$ cat src/rtl/axi_demux_ordered_err.sv
// AXI4 1-to-N demultiplexer. Responses stay in order because each direction talks to a single target at a time.
// Selects at or above NoMstPorts are answered with DECERR by an internal error slave.
module axi_demux_ordered_err #(
  parameter int NoMstPorts = 4,
  parameter int IdWidth    = 4,
  parameter int AddrWidth  = 32,
  parameter int DataWidth  = 32,
  parameter int MaxTrans   = 8,
  parameter int WFifoDepth = 4,
  parameter int SelWidth   = $clog2(NoMstPorts + 1)
) (
  input  logic                                 clk_i,
  input  logic                                 rst_i,
  input  logic                                 slv_aw_valid_i,
  input  logic [IdWidth-1:0]                   slv_aw_id_i,
  input  logic [AddrWidth-1:0]                 slv_aw_addr_i,
  input  logic [7:0]                           slv_aw_len_i,
  input  logic [SelWidth-1:0]                  slv_aw_sel_i,
  output logic                                 slv_aw_ready_o,
  input  logic                                 slv_w_valid_i,
  input  logic [DataWidth-1:0]                 slv_w_data_i,
  input  logic                                 slv_w_last_i,
  output logic                                 slv_w_ready_o,
  output logic                                 slv_b_valid_o,
  output logic [IdWidth-1:0]                   slv_b_id_o,
  output logic [1:0]                           slv_b_resp_o,
  input  logic                                 slv_b_ready_i,
  input  logic                                 slv_ar_valid_i,
  input  logic [IdWidth-1:0]                   slv_ar_id_i,
  input  logic [AddrWidth-1:0]                 slv_ar_addr_i,
  input  logic [7:0]                           slv_ar_len_i,
  input  logic [SelWidth-1:0]                  slv_ar_sel_i,
  output logic                                 slv_ar_ready_o,
  output logic                                 slv_r_valid_o,
  output logic [IdWidth-1:0]                   slv_r_id_o,
  output logic [DataWidth-1:0]                 slv_r_data_o,
  output logic [1:0]                           slv_r_resp_o,
  output logic                                 slv_r_last_o,
  input  logic                                 slv_r_ready_i,
  output logic [NoMstPorts-1:0]                mst_aw_valid_o,
  output logic [NoMstPorts-1:0][IdWidth-1:0]   mst_aw_id_o,
  output logic [NoMstPorts-1:0][AddrWidth-1:0] mst_aw_addr_o,
  output logic [NoMstPorts-1:0][7:0]           mst_aw_len_o,
  input  logic [NoMstPorts-1:0]                mst_aw_ready_i,
  output logic [NoMstPorts-1:0]                mst_w_valid_o,
  output logic [NoMstPorts-1:0][DataWidth-1:0] mst_w_data_o,
  output logic [NoMstPorts-1:0]                mst_w_last_o,
  input  logic [NoMstPorts-1:0]                mst_w_ready_i,
  input  logic [NoMstPorts-1:0]                mst_b_valid_i,
  input  logic [NoMstPorts-1:0][IdWidth-1:0]   mst_b_id_i,
  input  logic [NoMstPorts-1:0][1:0]           mst_b_resp_i,
  output logic [NoMstPorts-1:0]                mst_b_ready_o,
  output logic [NoMstPorts-1:0]                mst_ar_valid_o,
  output logic [NoMstPorts-1:0][IdWidth-1:0]   mst_ar_id_o,
  output logic [NoMstPorts-1:0][AddrWidth-1:0] mst_ar_addr_o,
  output logic [NoMstPorts-1:0][7:0]           mst_ar_len_o,
  input  logic [NoMstPorts-1:0]                mst_ar_ready_i,
  input  logic [NoMstPorts-1:0]                mst_r_valid_i,
  input  logic [NoMstPorts-1:0][IdWidth-1:0]   mst_r_id_i,
  input  logic [NoMstPorts-1:0][DataWidth-1:0] mst_r_data_i,
  input  logic [NoMstPorts-1:0][1:0]           mst_r_resp_i,
  input  logic [NoMstPorts-1:0]                mst_r_last_i,
  output logic [NoMstPorts-1:0]                mst_r_ready_o
);

  localparam int CntWidth = $clog2(MaxTrans + 1);
  localparam int PtrWidth = $clog2(WFifoDepth);
  localparam logic [SelWidth-1:0] ErrIdx = SelWidth'(NoMstPorts);
  localparam logic [CntWidth-1:0] CntMax = CntWidth'(MaxTrans);
  localparam logic [CntWidth-1:0] CntOne = CntWidth'(1);
  localparam logic [PtrWidth:0]   PtrOne = (PtrWidth + 1)'(1);

  typedef enum logic [1:0] {WR_IDLE, WR_DRAIN, WR_RESP} wr_state_e;
  typedef enum logic {RD_IDLE, RD_BURST} rd_state_e;

  wr_state_e wr_state, wr_next;
  rd_state_e rd_state, rd_next;

  logic [SelWidth-1:0] aw_sel, ar_sel, aw_cur, ar_cur, w_head;
  logic [CntWidth-1:0] aw_cnt, ar_cnt;
  logic aw_go, ar_go, aw_tgt_ready, ar_tgt_ready, w_tgt_ready;
  logic aw_hs, ar_hs, w_hs, w_pop, b_hs, r_hs;
  logic [SelWidth-1:0] route_mem [WFifoDepth];
  logic [PtrWidth:0] wr_ptr, rd_ptr;
  logic fifo_empty, fifo_full;
  logic [IdWidth-1:0] err_wid, err_rid;
  logic [7:0] err_len, err_beat;
  logic err_w_ready, err_b_valid, err_r_valid, err_r_last;

  // Every out-of-range select collapses onto one error index.
  assign aw_sel = (slv_aw_sel_i >= ErrIdx) ? ErrIdx : slv_aw_sel_i;
  assign ar_sel = (slv_ar_sel_i >= ErrIdx) ? ErrIdx : slv_ar_sel_i;

  assign fifo_empty = (wr_ptr == rd_ptr);
  assign fifo_full  = (wr_ptr[PtrWidth] != rd_ptr[PtrWidth]) &&
                      (wr_ptr[PtrWidth-1:0] == rd_ptr[PtrWidth-1:0]);
  assign w_head     = route_mem[rd_ptr[PtrWidth-1:0]];

  always_comb begin
    aw_go = !rst_i && slv_aw_valid_i && !fifo_full && (aw_cnt < CntMax) &&
            (aw_cnt == '0 || aw_sel == aw_cur) && (aw_sel != ErrIdx || wr_state == WR_IDLE);
    ar_go = !rst_i && slv_ar_valid_i && (ar_cnt < CntMax) &&
            (ar_cnt == '0 || ar_sel == ar_cur) && (ar_sel != ErrIdx || rd_state == RD_IDLE);
    aw_tgt_ready = (aw_sel == ErrIdx);
    ar_tgt_ready = (ar_sel == ErrIdx);
    w_tgt_ready  = (w_head == ErrIdx) && err_w_ready;
    for (int i = 0; i < NoMstPorts; i++) begin
      if (aw_sel == SelWidth'(i)) aw_tgt_ready = mst_aw_ready_i[i];
      if (ar_sel == SelWidth'(i)) ar_tgt_ready = mst_ar_ready_i[i];
      if (w_head == SelWidth'(i)) w_tgt_ready  = mst_w_ready_i[i];
      mst_aw_valid_o[i] = aw_go && (aw_sel == SelWidth'(i));
      mst_aw_id_o[i]    = slv_aw_id_i;
      mst_aw_addr_o[i]  = slv_aw_addr_i;
      mst_aw_len_o[i]   = slv_aw_len_i;
      mst_ar_valid_o[i] = ar_go && (ar_sel == SelWidth'(i));
      mst_ar_id_o[i]    = slv_ar_id_i;
      mst_ar_addr_o[i]  = slv_ar_addr_i;
      mst_ar_len_o[i]   = slv_ar_len_i;
      mst_w_valid_o[i]  = !rst_i && !fifo_empty && slv_w_valid_i && (w_head == SelWidth'(i));
      mst_w_data_o[i]   = slv_w_data_i;
      mst_w_last_o[i]   = slv_w_last_i;
      mst_b_ready_o[i]  = !rst_i && slv_b_ready_i && (aw_cur == SelWidth'(i));
      mst_r_ready_o[i]  = !rst_i && slv_r_ready_i && (ar_cur == SelWidth'(i));
    end
    slv_aw_ready_o = aw_go && aw_tgt_ready;
    slv_ar_ready_o = ar_go && ar_tgt_ready;
    slv_w_ready_o  = !rst_i && !fifo_empty && w_tgt_ready;
  end

  // Responses come only from the current target of each direction.
  always_comb begin
    slv_b_valid_o = 1'b0;
    slv_b_id_o    = '0;
    slv_b_resp_o  = 2'b00;
    slv_r_valid_o = 1'b0;
    slv_r_id_o    = '0;
    slv_r_data_o  = '0;
    slv_r_resp_o  = 2'b00;
    slv_r_last_o  = 1'b0;
    if (!rst_i) begin
      if (aw_cur == ErrIdx) begin
        slv_b_valid_o = err_b_valid;
        slv_b_id_o    = err_wid;
        slv_b_resp_o  = 2'b11;
      end
      if (ar_cur == ErrIdx) begin
        slv_r_valid_o = err_r_valid;
        slv_r_id_o    = err_rid;
        slv_r_resp_o  = 2'b11;
        slv_r_last_o  = err_r_last;
      end
      for (int i = 0; i < NoMstPorts; i++) begin
        if (aw_cur == SelWidth'(i)) begin
          slv_b_valid_o = mst_b_valid_i[i];
          slv_b_id_o    = mst_b_id_i[i];
          slv_b_resp_o  = mst_b_resp_i[i];
        end
        if (ar_cur == SelWidth'(i)) begin
          slv_r_valid_o = mst_r_valid_i[i];
          slv_r_id_o    = mst_r_id_i[i];
          slv_r_data_o  = mst_r_data_i[i];
          slv_r_resp_o  = mst_r_resp_i[i];
          slv_r_last_o  = mst_r_last_i[i];
        end
      end
    end
  end

  assign aw_hs = slv_aw_valid_i && slv_aw_ready_o;
  assign ar_hs = slv_ar_valid_i && slv_ar_ready_o;
  assign w_hs  = slv_w_valid_i && slv_w_ready_o;
  assign w_pop = w_hs && slv_w_last_i;
  assign b_hs  = slv_b_valid_o && slv_b_ready_i;
  assign r_hs  = slv_r_valid_o && slv_r_ready_i;

  always_ff @(posedge clk_i) begin
    if (aw_hs) route_mem[wr_ptr[PtrWidth-1:0]] <= aw_sel;
  end

  always_ff @(posedge clk_i or posedge rst_i) begin
    if (rst_i) begin
      wr_ptr <= '0;
      rd_ptr <= '0;
      aw_cnt <= '0;
      ar_cnt <= '0;
      aw_cur <= '0;
      ar_cur <= '0;
    end else begin
      if (aw_hs) wr_ptr <= wr_ptr + PtrOne;
      if (w_pop) rd_ptr <= rd_ptr + PtrOne;
      if (aw_hs) aw_cur <= aw_sel;
      if (ar_hs) ar_cur <= ar_sel;
      if (aw_hs && !b_hs) aw_cnt <= aw_cnt + CntOne;
      else if (!aw_hs && b_hs) aw_cnt <= aw_cnt - CntOne;
      if (ar_hs && !(r_hs && slv_r_last_o)) ar_cnt <= ar_cnt + CntOne;
      else if (!ar_hs && r_hs && slv_r_last_o) ar_cnt <= ar_cnt - CntOne;
    end
  end

  always_ff @(posedge clk_i or posedge rst_i) begin
    if (rst_i) begin
      wr_state <= WR_IDLE;
      rd_state <= RD_IDLE;
    end else begin
      wr_state <= wr_next;
      rd_state <= rd_next;
    end
  end

  always_comb begin
    wr_next = wr_state;
    rd_next = rd_state;
    unique case (wr_state)
      WR_IDLE:  if (aw_hs && aw_sel == ErrIdx) wr_next = WR_DRAIN;
      WR_DRAIN: if (w_pop && w_head == ErrIdx) wr_next = WR_RESP;
      WR_RESP:  if (b_hs) wr_next = WR_IDLE;
      default:  wr_next = WR_IDLE;
    endcase
    unique case (rd_state)
      RD_IDLE:  if (ar_hs && ar_sel == ErrIdx) rd_next = RD_BURST;
      RD_BURST: if (r_hs && err_r_last) rd_next = RD_IDLE;
      default:  rd_next = RD_IDLE;
    endcase
  end

  always_comb begin
    err_w_ready = (wr_state == WR_DRAIN);
    err_b_valid = (wr_state == WR_RESP);
    err_r_valid = (rd_state == RD_BURST);
    err_r_last  = (err_beat == err_len);
  end

  // An 8-bit beat counter compared against len gives exactly len+1 beats, up to 256.
  always_ff @(posedge clk_i or posedge rst_i) begin
    if (rst_i) begin
      err_wid  <= '0;
      err_rid  <= '0;
      err_len  <= '0;
      err_beat <= '0;
    end else begin
      if (aw_hs && aw_sel == ErrIdx) err_wid <= slv_aw_id_i;
      if (ar_hs && ar_sel == ErrIdx) begin
        err_rid  <= slv_ar_id_i;
        err_len  <= slv_ar_len_i;
        err_beat <= '0;
      end else if (r_hs && rd_state == RD_BURST) begin
        err_beat <= err_beat + 8'd1;
      end
    end
  end

endmodule
$ cat config.mk
export PLATFORM = sky130hd
export DESIGN_NAME = axi_demux_ordered_err
export DESIGN_NICKNAME = d
export VERILOG_FILES = /design/src/rtl/axi_demux_ordered_err.sv
export SDC_FILE = /design/constraint.sdc
export NUM_CORES = 1
export LEC_CHECK = 0
export BUFFER_PORTS_ARGS = -buffer_cell sky130_fd_sc_hd__buf_2
export CORE_AREA = 2 2 349 351
export CTS_CLUSTER_DIAMETER = 40
export DETAILED_ROUTE_END_ITERATION = 6
export DIE_AREA = 0 0 351 353
export PLACE_DENSITY_LB_ADDON = 0.12
export SLEW_MARGIN = 20
export SYNTH_ARGS = -nofsm -noshare
export SYNTH_HDL_FRONTEND = slang
export SYNTH_SLANG_ARGS = --single-unit
export TNS_END_PERCENT = 5
$ cat constraint.sdc
create_clock -name clk_i -period 4.3 [get_ports clk_i]
set_input_delay 0.215 -clock clk_i [delete_from_list [all_inputs] [get_ports clk_i]]
set_output_delay 0.215 -clock clk_i [all_outputs]
set_load 0.05 [all_outputs]
## Word level (Yosys, flattened, before mapping)

Memory sizes are Yosys's and may differ from the RTL's.
Cells that the tools add are included.

| storage, ports and cells | value |
|---|---|
| input port bits | 334 |
| flip-flop bits (word level) | 47 |
| ROM bits | 0 |
| latch bits | 0 |
| logic and storage cells | 212 |
| bits in writable memories | 12 |
| memories kept | 1 |
| output and inout bits | 554 |

Memories:

| name | words | width | rd ports | clocked after Yosys merged registers in | write ports | RTL line | text |
|---|---|---|---|---|---|---|---|
| route_mem | 4 | 3 | 1 | 0 | 1 | 83 | `logic [SelWidth-1:0] route_mem [WFifoDepth];` |

| operators by class | value |
|---|---|
| equal/unequal tests | 33 |
| reductions and logical operators | 78 |
| muxes and demuxes | 76 |
| shift-type cells | 0 |
| div/mod/pow operators | 0 |
| $add $sub $neg | 7 |
| multiply operators | 0 |
| bitwise logic cells | 1 |
| magnitude comparators | 4 |

Operators with widths:

| kind | number |
|---|---|
| $mux W32 | 5 |
| $mux W4 | 16 |
| $logic_and A1 B1 Y1 | 55 |
| $mux W1 | 34 |
| $eq A3 B2 Y1 const B | 10 |
| $mux W2 | 15 |
| $mux W8 | 2 |
| $eq A3 B1 Y1 const B | 5 |
| $eq A3 B3 Y1 const B | 5 |
| $logic_not A3 Y1 | 5 |
| $eq A3 B3 Y1 | 3 |
| $add A4 B1 Y4 const B | 2 |
| $add A8 B1 Y8 const B | 1 |
| $eq A8 B8 Y1 | 1 |
| $logic_not A4 Y1 | 2 |
| $lt A4 B4 Y1 const B | 2 |
| $sub A4 B1 Y4 const B | 2 |
| $logic_not A1 Y1 | 7 |
| $add A3 B1 Y3 const B | 2 |
| $ge A3 B3 Y1 const B | 2 |
| $mux W3 | 2 |
| $ne A3 B3 Y1 const B | 2 |
| $pmux W2 S3 | 1 |
| $reduce_bool A2 Y1 | 3 |
| 11 further kinds | 15 |

## Logic depth before layout (Yosys ltp)

Gate-level depths: netlist of run 1.

| logic depth | value |
|---|---|
| depth in word-level cells | 14 |
| depth in mapped cells | 14 |
| depth with buffers taken out | 13 |

## Worst setup path before layout of run 1

OpenSTA, ideal clock, no wires.

| timing | value |
|---|---|
| path type | reg2reg |
| from | register aw_cur[0] |
| to | register aw_cnt[3] |
| clock period less this slack | 3044 ps |
| stages on the path, launching flop included | 15 |
| setup time | 125 ps |
| path buffers | 1 |
| data required time | 4175 ps |
| data arrival time | 2918 ps |
| setup slack | 1256 ps |
| cells stage by stage | dfrtp_1 > buf_2 > nand2b_1 > o32a_1 > o22ai_1 > o311a_1 > nand2_1 > ha_1 > inv_1 > ha_1 > a21o_1 > a21oi_1 > xnor2_1 > nor2_1 > xor2_1 |

| on the way | value |
|---|---|
| word-level cells in the longest chain between the ends | 11 |
| elaborated cells on any way between the ends | 24 |
| those cells by class | 5 x eq/ne; 7 x mux; 12 x reduce/logical |

Ends and longest elaborated chain:

| item | RTL line | text |
|---|---|---|
| start: declaration | 79 | `logic [SelWidth-1:0] aw_sel, ar_sel, aw_cur, ar_cur, w_head;` |
| start signal: assignment | 191 | `if (aw_hs) aw_cur <= aw_sel;` |
| $eq A3 B3 Y1 | 141 | `if (aw_cur == ErrIdx) begin` |
| $mux W1 | 141 |  |
| $mux W1 (3 in a row) | 153 | `if (aw_cur == SelWidth'(i)) begin` |
| $mux W1 * | 153 |  |
| $mux W1 * | 140 | `if (!rst_i) begin` |
| via slv_b_valid_o | 24 | `output logic slv_b_valid_o,` |
| $logic_and A1 B1 Y1 * | 173 | `assign b_hs = slv_b_valid_o && slv_b_ready_i;` |
| $logic_not A1 Y1 | 193 | `if (aw_hs && !b_hs) aw_cnt <= aw_cnt + CntOne;` |
| $logic_and A1 B1 Y1 | 193 |  |
| $mux W4 / $reduce_bool A2 Y1 (equally long branches) | - |  |
| end signal: assignment | 193 |  |
| end signal: assignment | 194 | `else if (!aw_hs && b_hs) aw_cnt <= aw_cnt - CntOne;` |
| end: declaration | 80 | `logic [CntWidth-1:0] aw_cnt, ar_cnt;` |

The timed path passes the listed nets; every way through them passes the cells marked *.
A chain may end at the register's enable or synchronous reset.

## Worst setup path after layout of run 1

| timing | value |
|---|---|
| from | register ar_cur[2] |
| to | register ar_cnt[3] |

| on the way | value |
|---|---|
| word-level cells in the longest chain between the ends | 12 |
| elaborated cells on any way between the ends | 32 |
| those cells by class | 5 x eq/ne; 13 x mux; 14 x reduce/logical |

Ends and longest elaborated chain:

| item | RTL line | text |
|---|---|---|
| start: declaration | 79 |  |
| start signal: assignment | 192 | `if (ar_hs) ar_cur <= ar_sel;` |
| $eq A3 B3 Y1 | 146 | `if (ar_cur == ErrIdx) begin` |
| $mux W1 | 146 |  |
| $mux W1 (4 in a row) | 158 | `if (ar_cur == SelWidth'(i)) begin` |
| $mux W1 | 140 |  |
| $logic_and A1 B1 Y1 | 174 | `assign r_hs = slv_r_valid_o && slv_r_ready_i;` |
| $logic_and A1 B1 Y1 | 195 | `if (ar_hs && !(r_hs && slv_r_last_o)) ar_cnt <= ar_cnt + CntOne;` |
| $logic_not A1 Y1 | 195 |  |
| $logic_and A1 B1 Y1 | 195 |  |
| $mux W4 / $reduce_bool A2 Y1 (equally long branches) | - |  |
| end signal: assignment | 195 |  |
| end signal: assignment | 196 | `else if (!ar_hs && r_hs && slv_r_last_o) ar_cnt <= ar_cnt - CntOne;` |
| end: declaration | 80 |  |

Parallel ways exist; a longest one is shown, timed or not.

==> results of run 1 <==
==> cell type report <==
type,instances,share of cell area
clock buffer,10,0.0252
timing repair buffer,379,0.214
tap,1625,0.224
multi-input combinational,393,0.349
antenna,3,0.000827
inverter,21,0.00883
clock inverter,6,0.00883
sequential,59,0.170
==> worst max path at each step <==
stage | from | to | slack (ns)
after global routing | ar_cur[2]$_DFFE_PP0P_ | ar_cnt[3]$_DFFE_PP0P_ | 0.65
after global placement | ar_cur[2]$_DFFE_PP0P_ | ar_cnt[3]$_DFFE_PP0P_ | 0.81
after CTS | ar_cur[2]$_DFFE_PP0P_ | ar_cnt[3]$_DFFE_PP0P_ | 0.83
after floorplan | aw_cur[0]$_DFFE_PP0P_ | aw_cnt[3]$_DFFE_PP0P_ | 1.26
final | ar_cur[2]$_DFFE_PP0P_ | ar_cnt[3]$_DFFE_PP0P_ | 0.92
after detailed placement | ar_cur[2]$_DFFE_PP0P_ | ar_cnt[3]$_DFFE_PP0P_ | 0.86
==> critical path, delay by kind of cell, from the launching register on <==
family / cells / cell delay [ns]
simple gates: 3 / 0.56
mux: 1 / 0.10
compound gates: 5 / 1.16
flops: 1 / 0.85
xor+xnor: 1 / 0.14
fa+ha+maj: 1 / 0.24
buf+inv: 1 / 0.18
==> stage by stage <==
| step | setup slack (ns) | area [um^2] | instances | utilization |
|---|---|---|---|---|
| 6_report | 0.918 | 9070 | 2496 | 0.0752 |
| 5_1_grt | 0.647 | 9060 | 2493 | 0.0752 |
| 4_1_cts | 0.834 | 9060 | 2493 | 0.0752 |
| 3_5_place_dp | 0.855 | 8760 | 2477 | 0.0726 |
| 3_3_place_gp | 0.813 | 8760 | 2477 | 0.0726 |
| 2_1_floorplan | 1.26 | 8600 | 998 | - |
==> cells in the mapped netlist, drive strengths merged <==
cell type	instances	area, um^2
o311a	1	10.0
a311oi	2	17.5
buf	502	3740
o21ai	11	55.1
fa	2	40.0
ha	11	138
mux2i	29	290
and3	36	225
nand4	7	43.8
and4bb	1	12.5
o32a	1	10.0
o22a	8	70.1
nor3b	3	27.5
o31ai	1	7.51
a21oi	12	63.8
edfxtp	12	360
and4	1	8.76
clkbuf	23	87.6
o221ai	1	15.0
mux4	35	788
a21o	4	30.0
nor2	50	188
or3	2	12.5
a31oi	8	50.1
a211oi	2	27.5
a311o	1	10.0
xnor2	15	131
nand3	4	20.0
nor4	11	68.8
inv	21	78.8
nor2b	5	31.3
xor2	19	166
mux2	10	113
a221oi	2	23.8
and2	5	31.3
nand2	57	214
o41a	1	11.3
o22ai	7	43.8
a22o	1	8.76
nand2b	5	31.3
nor3	19	95.1
a31o	1	8.76
o2bb2ai	2	17.5
dfrtp	47	1180
==> cells by family after synthesis <==
logic type | after synthesis | share of synthesized area
buf+inv | 546 | 0.454
mux | 74 | 0.139
xor+xnor | 34 | 0.0346
fa+ha+maj | 13 | 0.0207
compound gates | 66 | 0.0559
flops | 59 | 0.179
simple gates | 206 | 0.117
==> per-layer routing <==
layer | GRT usage | vias to the layer above | routed length, um | share of wire
met5 | 0.00462 | - | 206 | 0.0045
met4 | 0.0312 | 16 | 2070 | 0.045
met3 | 0.0347 | 123 | 5630 | 0.12
met2 | 0.108 | 550 | 20000 | 0.44
met1 | 0.0829 | 2796 | 17900 | 0.39
li1 | - | 2588 | - | -
==> flip-flops by register name, indices dropped and copies added (netlist names) <==
signal       count
route_mem       12
err_beat         8
err_len          8
ar_cnt           4
aw_cnt           4
err_rid          4
err_wid          4
ar_cur           3
aw_cur           3
rd_ptr           3
wr_ptr           3
wr_state         2
err_r_valid      1
==> power by group through the flow <==
stage	Sequential, mW	Clock (mW)	Combinational (mW)
after detailed placement	1.11	0	3.06
final	1.09	0.803	2.96
after global routing	1.13	0.868	3.25
after floorplan	0.893	0	3.26
after CTS	1.10	0.853	3.07
after global placement	1.11	0	3.07
==> flow_summary_export.csv, run 1 <==
group,metric,value,unit
logic_synthesis,synth_fp_nets,1345,
logic_synthesis,synth-seq-cells,59,
worst_setup_path,critPathSlowestCell,"dfrtp_1",
routing,viasPerCell,2.43,
finish,layout.nets,1210,
die,die_w,351,um
power,p_int,2.28,mW
die,start_util,0.0713,
die,dieArea,0.124,mm^2
clocking,clkLatencyLatePin,0.36,ns
placed_design,detailed_place_hpwl,39400,um
power,totalPowerFinal,4.85,mW
clocking,cts_buffers,9,
die,core_area,0.121,mm^2
worst_setup_path,critical_path_arrival,3.63,ns
routing,dr.first_iter.drc_count,267,
worst_setup_path,crit_path_end_kind,"flop",
grt,grt_pass1_vias,6330,
timing,clock_skew,0.00524,ns
worst_setup_path,start_kind,"flop",
run,cap_violations,0,
timing,slew_violations,0,
min_path,holdPathStages,3,
timing,setup_viol,0,
clocking,cts_max_path_buffers,2,
logic_synthesis,yosys.cell_types.count,54,
worst_setup_path,crit_fanout,23,
logic_synthesis,postSynthAreaPerCell,8.61,um^2
grt,antenna_found_initial,22,
die,ios,888,
finish,drive_gt1_frac,0.515,
routing,drc_errors,0,
routing,avgRoutedWirePerCell,18.4,um
logic_synthesis,netlist_instances,998,
grt,grt_pass1_wl,58800,um
power,pwr-share-seq,0.224,
timing,slew_headroom,0.183,
worst_setup_path,crit_path_max_incr_delay,0.85,ns
clocking,post-cts-setup-buffers,0,
min_path,hold_end,"err_len[5]$_DFFE_PP0P_",
grt,grt_max_degree,81,
grt,overflow,0,
routing,antenna_left,0,
timing,max_freq,0.296,GHz
finish,multi_input_area,0.00316,mm^2
power,switching_share,0.530,
die,die_h,353,um
finish,syn_to_final_growth,5.55,%
finish,num-fill-cells,14205,
power,irDropWorstVdd,0.216,mV
grt,grt_usage,0.0709,
logic_synthesis,yosysWarnings,0,
worst_setup_path,rr_startpoint,"ar_cur[2]$_DFFE_PP0P_",
die,rows,128,
clocking,cts.clk_slew.worst_paths,0.06,ns
routing,firstDrtPassIters,4,
status,outcome,"finished, final reports clean",
worst_setup_path,r2r_slack,0.92,ns
timing,rsz0062_at_grt,"no",
min_path,hp-start,"slv_ar_len_i[5]",
power,pwr-share-clk,0.166,
worst_setup_path,crit_type,"flop to flop",
logic_synthesis,ys_seq_area_frac,0.179,
placed_design,io_buffers,367,
clocking,cts_tree,"done",
timing,fin_crit_sh,0.786,
worst_setup_path,crit-reg2reg-capture,"ar_cnt[3]$_DFFE_PP0P_",
worst_setup_path,cp.required,4.55,ns
clocking,cts-resized-gates,0,
power,comb_power_share,0.611,
clocking,cts.sinks,59,
power,p_per_area,535,mW/mm^2
min_path,min_path_type,"input port to flop",
routing,wl,45800,um
finish,final_cell_mix,"367 x buf_2, 57 x nand2_1, 50 x nor2_1, 45 x dfrtp_1, 36 x and3_1",
finish,regArea,0.00154,mm^2
timing,worst-slew-pin-transition,1.21,ns
timing,tns,0,ns
power,switchingPower,2.57,mW
logic_synthesis,netlist_area,0.00860,mm^2
routing,dr_total_vias,6073,
clocking,root_buffer,"clkbuf_16",
timing,finalHoldViolations,0,
worst_setup_path,cp_cell_sequence,"nand2b_1, buf_4, a21oi_1, o41a_1, a21oi_2, nand2b_1, ha_1, a21o_1, a21oi_1, nor2b_1, mux2i_1, xnor2_1",
timing,whs,0.116,ns
worst_setup_path,reg2regPathDepth,12,
clocking,htree_levels,3,
placed_design,gp_congestion,0.717,
timing,post-route-min-period,3.38,ns
power,p_leak,3.78,nW
clocking,cts-hold-fix-buffers,0,
finish,final_common_cell,"buf_2",
(Power assumes the default switching activity.)
==> run 2: changes to the inputs <==
--- a/config.mk
+++ b/config.mk
@@ -6,10 +6,10 @@
 export NUM_CORES = 1
 export LEC_CHECK = 0
 export BUFFER_PORTS_ARGS = -buffer_cell sky130_fd_sc_hd__buf_2
-export CORE_AREA = 2 2 349 351
+export CORE_AREA = 2 2 341 343
 export CTS_CLUSTER_DIAMETER = 40
 export DETAILED_ROUTE_END_ITERATION = 6
-export DIE_AREA = 0 0 351 353
+export DIE_AREA = 0 0 343 345
 export PLACE_DENSITY_LB_ADDON = 0.12
 export SLEW_MARGIN = 20
 export SYNTH_ARGS = -nofsm -noshare
==> constraint.sdc (replaced) <==
create_clock -name clk_i -period 2.9 [get_ports clk_i]
set_input_delay 0.145 -clock clk_i [delete_from_list [all_inputs] [get_ports clk_i]]
set_output_delay 0.145 -clock clk_i [all_outputs]
set_load 0.05 [all_outputs]
==> flow_summary_export.csv, run 2 (synthesis results as in run 1) <==
group,metric,value,unit
status,outcome,"finished, final reports clean",
run,cap_violations,0,
finish,fin_util,0.0800,
timing,post-route-min-period,2.70,ns
routing,drc_errors,0,
clocking,clkLatencyLatePin,0.37,ns
die,rows,125,
clocking,htree_levels,3,
finish,layout.nets,1238,
timing,finalHoldViolations,0,
clocking,root_buffer,"clkbuf_16",
worst_setup_path,critPathSlowestCell,"dfrtp_4",
worst_setup_path,crit_path_end_kind,"flop",
grt,grt_max_degree,82,
min_path,min_path_type,"input port to flop",
grt,grt_usage,0.0709,
routing,wl,43600,um
power,irDropWorstVdd,0.375,mV
worst_setup_path,cp.required,3.15,ns
worst_setup_path,crit_fanout,15,
routing,antenna_left,0,
worst_setup_path,cpMostUsedCell,"nand2b_1",
placed_design,gp_congestion,0.820,
finish,final_common_cell,"buf_2",
finish,num-fill-cells,13590,
power,p_leak,3.93,nW
die,core_area,0.115,mm^2
worst_setup_path,cp_cell_sequence,"nand2b_1, nor3_1, o41a_1, a21oi_2, nand2b_1, ha_1, a21o_1, a21oi_1, nor2b_1, mux2i_1, xnor2_1",
worst_setup_path,start_kind,"flop",
timing,worst_slack,0.197,ns
timing,max_freq,0.370,GHz
power,p_int,3.61,mW
die,start_util,0.0747,
grt,grt_pass1_vias,6284,
power,switchingPower,3.77,mW
routing,dr.first_iter.drc_count,240,
clocking,post-cts-setup-buffers,0,
worst_setup_path,critPathBufInv,0,
worst_setup_path,crit_path_max_incr_delay,0.59,ns
grt,grt_pass1_wl,56700,um
timing,rsz0062_at_grt,"no",
placed_design,place_ws,0.144,ns
finish,drive_gt1_frac,0.535,
die,die_h,345,um
grt,overflow,0,
timing,slew_violations,0,
placed_design,placed_area,0.00885,mm^2
finish,finalNonFillerCells,2425,
placed_design,io_buffers,367,
finish,syn_to_final_growth,7.15,%
placed_design,dp_cells,2404,
worst_setup_path,crit_type,"flop to flop",
timing,setup_viol,0,
power,p_per_area,801,mW/mm^2
clocking,cts_tree,"done",
power,comb_power_share,0.630,
timing,slew_headroom,0.576,
power,pwr-share-clk,0.171,
grt,antenna_found_initial,12,
die,die_w,343,um
finish,final_area,0.00921,mm^2
clocking,cts_buffers,9,
timing,worst-slew-pin-transition,0.634,ns
worst_setup_path,critPathTopFamily,"compound AO/OA/AOI/OAI gates",
routing,firstDrtPassIters,5,
routing,dr_total_vias,6044,
die,dieArea,0.118,mm^2
timing,fin_crit_sh,0.932,
finish,largest_register_ffs,12,
timing,tns,0,ns
routing,avgRoutedWirePerCell,18.0,um
power,switching_share,0.511,
clocking,cts.clk_slew.worst_paths,0.06,ns
die,ios,888,
placed_design,detailed_place_hpwl,37700,um
finish,final_cell_mix,"366 x buf_2, 57 x nand2_1, 50 x nor2_1, 44 x dfrtp_1, 38 x buf_4",
worst_setup_path,critical_path_arrival,2.95,ns
power,pwr-share-seq,0.199,
clocking,cts_max_path_buffers,2,
routing,viasPerCell,2.49,
clocking,cts.sinks,59,
timing,clock_skew,0.0108,ns
-- run 2: cell types whose count changed in the layout (fill, tap and decap cells not counted), moves of 2 or more --
cell,before,now
buf_4,11,38
clkbuf_1,1,3
clkbuf_8,0,2
clkinv_1,2,0
diode_2,3,5
-- run 2: through the flow --
| stage | hold slack [ns] | power (mW) |
|---|---|---|
| finish | 0.0333 | 7.38 |
| global route | 0.0274 | 7.98 |
| CTS | 0.00752 | 7.63 |
| detailed placement | 0.291 | 6.28 |
| global placement | 0.291 | 6.32 |
| floorplan | 0.250 | 6.16 |
-- run 2: final timing paths --
check	slack [ns]	endpoint	start	cells past startpoint
max	0.20	ar_cnt[3]$_DFFE_PP0P_	ar_cur[0]$_DFFE_PP0P_	11
min	0.03	err_len[6]$_DFFE_PP0P_	slv_ar_len_i[6]	3
min in group asynchronous	0.06	err_wid[3]$_DFFE_PP0P_	rst_i	3
min reg2reg	0.47	aw_cnt[3]$_DFFE_PP0P_	aw_cnt[3]$_DFFE_PP0P_	1
max in group asynchronous	2.38	ar_cur[0]$_DFFE_PP0P_	rst_i	3
max reg2reg	0.20	ar_cnt[3]$_DFFE_PP0P_	ar_cur[0]$_DFFE_PP0P_	11
-- run 2: worst reg2reg max path, cell delays in order, from the launching register on --
cell,delay (ns)
dfrtp_4,0.59
nand2b_1,0.18
nor3_1,0.06
o41a_1,0.41
a21oi_2,0.19
nand2b_1,0.16
ha_1,0.23
a21o_1,0.17
a21oi_1,0.20
nor2b_1,0.16
mux2i_1,0.09
xnor2_1,0.13
-- run 2: routing by layer --
layer / part of all wire / GRT usage / vias to the layer above / wire length (um)
met5: 0.00062 / 0 / - / 27
met4: 0.028 / 0.0241 / 4 / 1240
met3: 0.13 / 0.0331 / 94 / 5480
met2: 0.46 / 0.114 / 525 / 20100
met1: 0.39 / 0.0825 / 2778 / 16800
li1: - / - / 2643 / -
-- run 2: repair_timing --
item	4_1_cts	5_1_grt
resized for setup	1	4
hold buffers	0	0
endpoints found under the setup margin	1	3
pin swaps	0	0
-- run 2: layout make-up --
| cell class | instances | area (um^2) | area share |
|---|---|---|---|
| multi-input cells | 393 | 3180 | 0.345 |
| repair buffers | 407 | 2170 | 0.235 |
| well taps | 1524 | 1910 | 0.207 |
| flip-flops and latches | 59 | 1540 | 0.168 |
| clock buffers | 14 | 264 | 0.0287 |
| inverters | 21 | 80.1 | 0.00869 |
| clock inverters | 2 | 60.1 | 0.00652 |
| diodes | 5 | 12.5 | 0.00136 |
-- run 2: power groups by stage --
stage	combinational (mW)	clock [mW]	sequential, mW
after floorplan	4.84	0	1.32
after global placement	4.83	0	1.49
after detailed placement	4.79	0	1.49
after CTS	4.81	1.34	1.48
after global routing	5.10	1.36	1.52
final	4.65	1.26	1.47
==> run 3: changes to the inputs <==
--- a/config.mk
+++ b/config.mk
@@ -7,6 +7,7 @@
 export LEC_CHECK = 0
 export BUFFER_PORTS_ARGS = -buffer_cell sky130_fd_sc_hd__buf_2
 export CORE_AREA = 2 2 341 343
+export CTS_BUF_LIST = sky130_fd_sc_hd__clkbuf_16
 export CTS_CLUSTER_DIAMETER = 40
 export DETAILED_ROUTE_END_ITERATION = 6
 export DIE_AREA = 0 0 343 345
==> flow_summary_export.csv, run 3 (synthesis results as in run 1) <==
group,metric,value,unit
grt,overflow,0,
power,p_per_area,797,mW/mm^2
worst_setup_path,cpMostUsedCell,"nand2b_1",
grt,grt_usage,0.0709,
die,die_h,345,um
die,ios,888,
clocking,root_buffer,"clkbuf_16",
worst_setup_path,crit_path_max_incr_delay,0.59,ns
finish,regArea,0.00154,mm^2
placed_design,io_buffers,367,
worst_setup_path,cp.required,3.15,ns
routing,antenna_left,0,
finish,layout.nets,1238,
grt,grt_pass1_wl,56700,um
power,p_leak,3.93,nW
timing,worst-slew-pin-transition,0.634,ns
worst_setup_path,crit_type,"flop to flop",
finish,final_common_cell,"buf_2",
clocking,cts-hold-fix-buffers,0,
clocking,cts_tree,"done",
die,rows,125,
power,irDropWorstVdd,0.378,mV
clocking,post-cts-setup-buffers,0,
finish,multi_input_area,0.00318,mm^2
worst_setup_path,cp_cell_sequence,"nand2b_1, nor3_1, o41a_1, a21oi_2, nand2b_1, ha_1, a21o_1, a21oi_1, nor2b_1, mux2i_1, xnor2_1",
timing,fin_crit_sh,0.932,
worst_setup_path,critical_path_arrival,2.95,ns
placed_design,detailed_place_hpwl,37700,um
clocking,cts_buffers,9,
die,core_area,0.115,mm^2
routing,viasPerCell,2.49,
routing,dr.first_iter.drc_count,251,
finish,syn_to_final_growth,6.91,%
timing,setup_viol,0,
finish,final_cell_mix,"366 x buf_2, 57 x nand2_1, 50 x nor2_1, 44 x dfrtp_1, 38 x buf_4",
clocking,clkLatencyLatePin,0.37,ns
finish,largest_register_ffs,12,
clocking,cts.clk_slew.worst_paths,0.06,ns
status,outcome,"finished, final reports clean",
timing,rsz0062_at_grt,"no",
finish,num-fill-cells,13597,
grt,grt_pass1_vias,6284,
worst_setup_path,start_kind,"flop",
timing,tns,0,ns
run,cap_violations,0,
routing,firstDrtPassIters,4,
die,start_util,0.0747,
worst_setup_path,crit_fanout,15,
placed_design,dp_cells,2404,
finish,drive_gt1_frac,0.532,
timing,finalHoldViolations,0,
grt,grt_max_degree,82,
die,die_w,343,um
placed_design,gp_congestion,0.820,
routing,dr_total_vias,6040,
worst_setup_path,critPathSlowestCell,"dfrtp_4",
timing,post-route-min-period,2.70,ns
clocking,cts_max_path_buffers,2,
timing,slew_violations,0,
clocking,cts.sinks,59,
clocking,htree_levels,3,
timing,whs,0.0324,ns
routing,wl,43700,um
timing,worst_slack,0.196,ns
min_path,min_path_type,"input port to flop",
routing,avgRoutedWirePerCell,18.0,um
grt,antenna_found_initial,12,
timing,clock_skew,0.0111,ns
power,totalPowerFinal,7.33,mW
routing,drc_errors,0,
worst_setup_path,crit_path_end_kind,"flop",
die,dieArea,0.118,mm^2
placed_design,place_ws,0.144,ns
finish,finalNonFillerCells,2425,
timing,max_freq,0.370,GHz
timing,slew_headroom,0.576,
run 3: cell types whose count changed in the layout (fill, tap and decap cells not counted), sizes merged:
cell / change
clkinv: +2
clkbuf: -5
inv: +3
run 3: final cells by class:
| type | count | area share |
|---|---|---|
| flip-flops and latches | 59 | 0.168 |
| inverters | 21 | 0.00871 |
| clock buffers | 9 | 0.0245 |
| diodes | 5 | 0.00136 |
| repair buffers | 407 | 0.236 |
| well taps | 1524 | 0.207 |
| multi-input cells | 393 | 0.346 |
| clock inverters | 7 | 0.00858 |
run 3: worst paths after layout:
check                      cells after the start  slack, ns                      to                   from
max                                           11       0.20   ar_cnt[3]$_DFFE_PP0P_  ar_cur[0]$_DFFE_PP0P_
min                                            3       0.03  err_len[6]$_DFFE_PP0P_        slv_ar_len_i[6]
max reg2reg                                   11       0.20   ar_cnt[3]$_DFFE_PP0P_  ar_cur[0]$_DFFE_PP0P_
min reg2reg                                    1       0.47   aw_cnt[3]$_DFFE_PP0P_  aw_cnt[3]$_DFFE_PP0P_
max in group asynchronous                      3       2.38  err_rid[3]$_DFFE_PP0P_                  rst_i
min in group asynchronous                      3       0.06  err_wid[3]$_DFFE_PP0P_                  rst_i
run 3: where the power goes:
part	leakage, nW	total, mW	switching [mW]	internal (mW)
sequential	0.697	1.47	0.330	1.14
clock	0.158	1.20	0.463	0.737
combinational	3.08	4.66	2.98	1.67
run 3: critical path, delay by kind of cell (launching register included):
kind,cells,cell delay (ns)
AO/OA/AOI/OAI,4,0.97
XOR/XNOR,1,0.13
adder cells (fa/ha/maj),1,0.23
flip-flops,1,0.59
multiplexers,1,0.09
AND/OR/NAND/NOR,4,0.56
run 3: stage by stage:
step	area, um^2	utilization
2_1_floorplan	8600	-
3_3_place_gp	8850	0.0769
3_5_place_dp	8850	0.0769
4_1_cts	9160	0.0796
5_1_grt	9180	0.0797
6_report	9190	0.0798
run 3: what timing repair did:
item | CTS | global route
pin swaps | 0 | 0
endpoints found under the setup margin | 1 | 3
resized for setup | 1 | 4
run 3: metal layers:
layer / wire, um / vias up / GRT usage
li1: - / 2644 / -
met1: 17200 / 2787 / 0.0825
met2: 20100 / 511 / 0.114
met3: 5210 / 94 / 0.0331
met4: 1240 / 4 / 0.0241
met5: 27 / - / 0
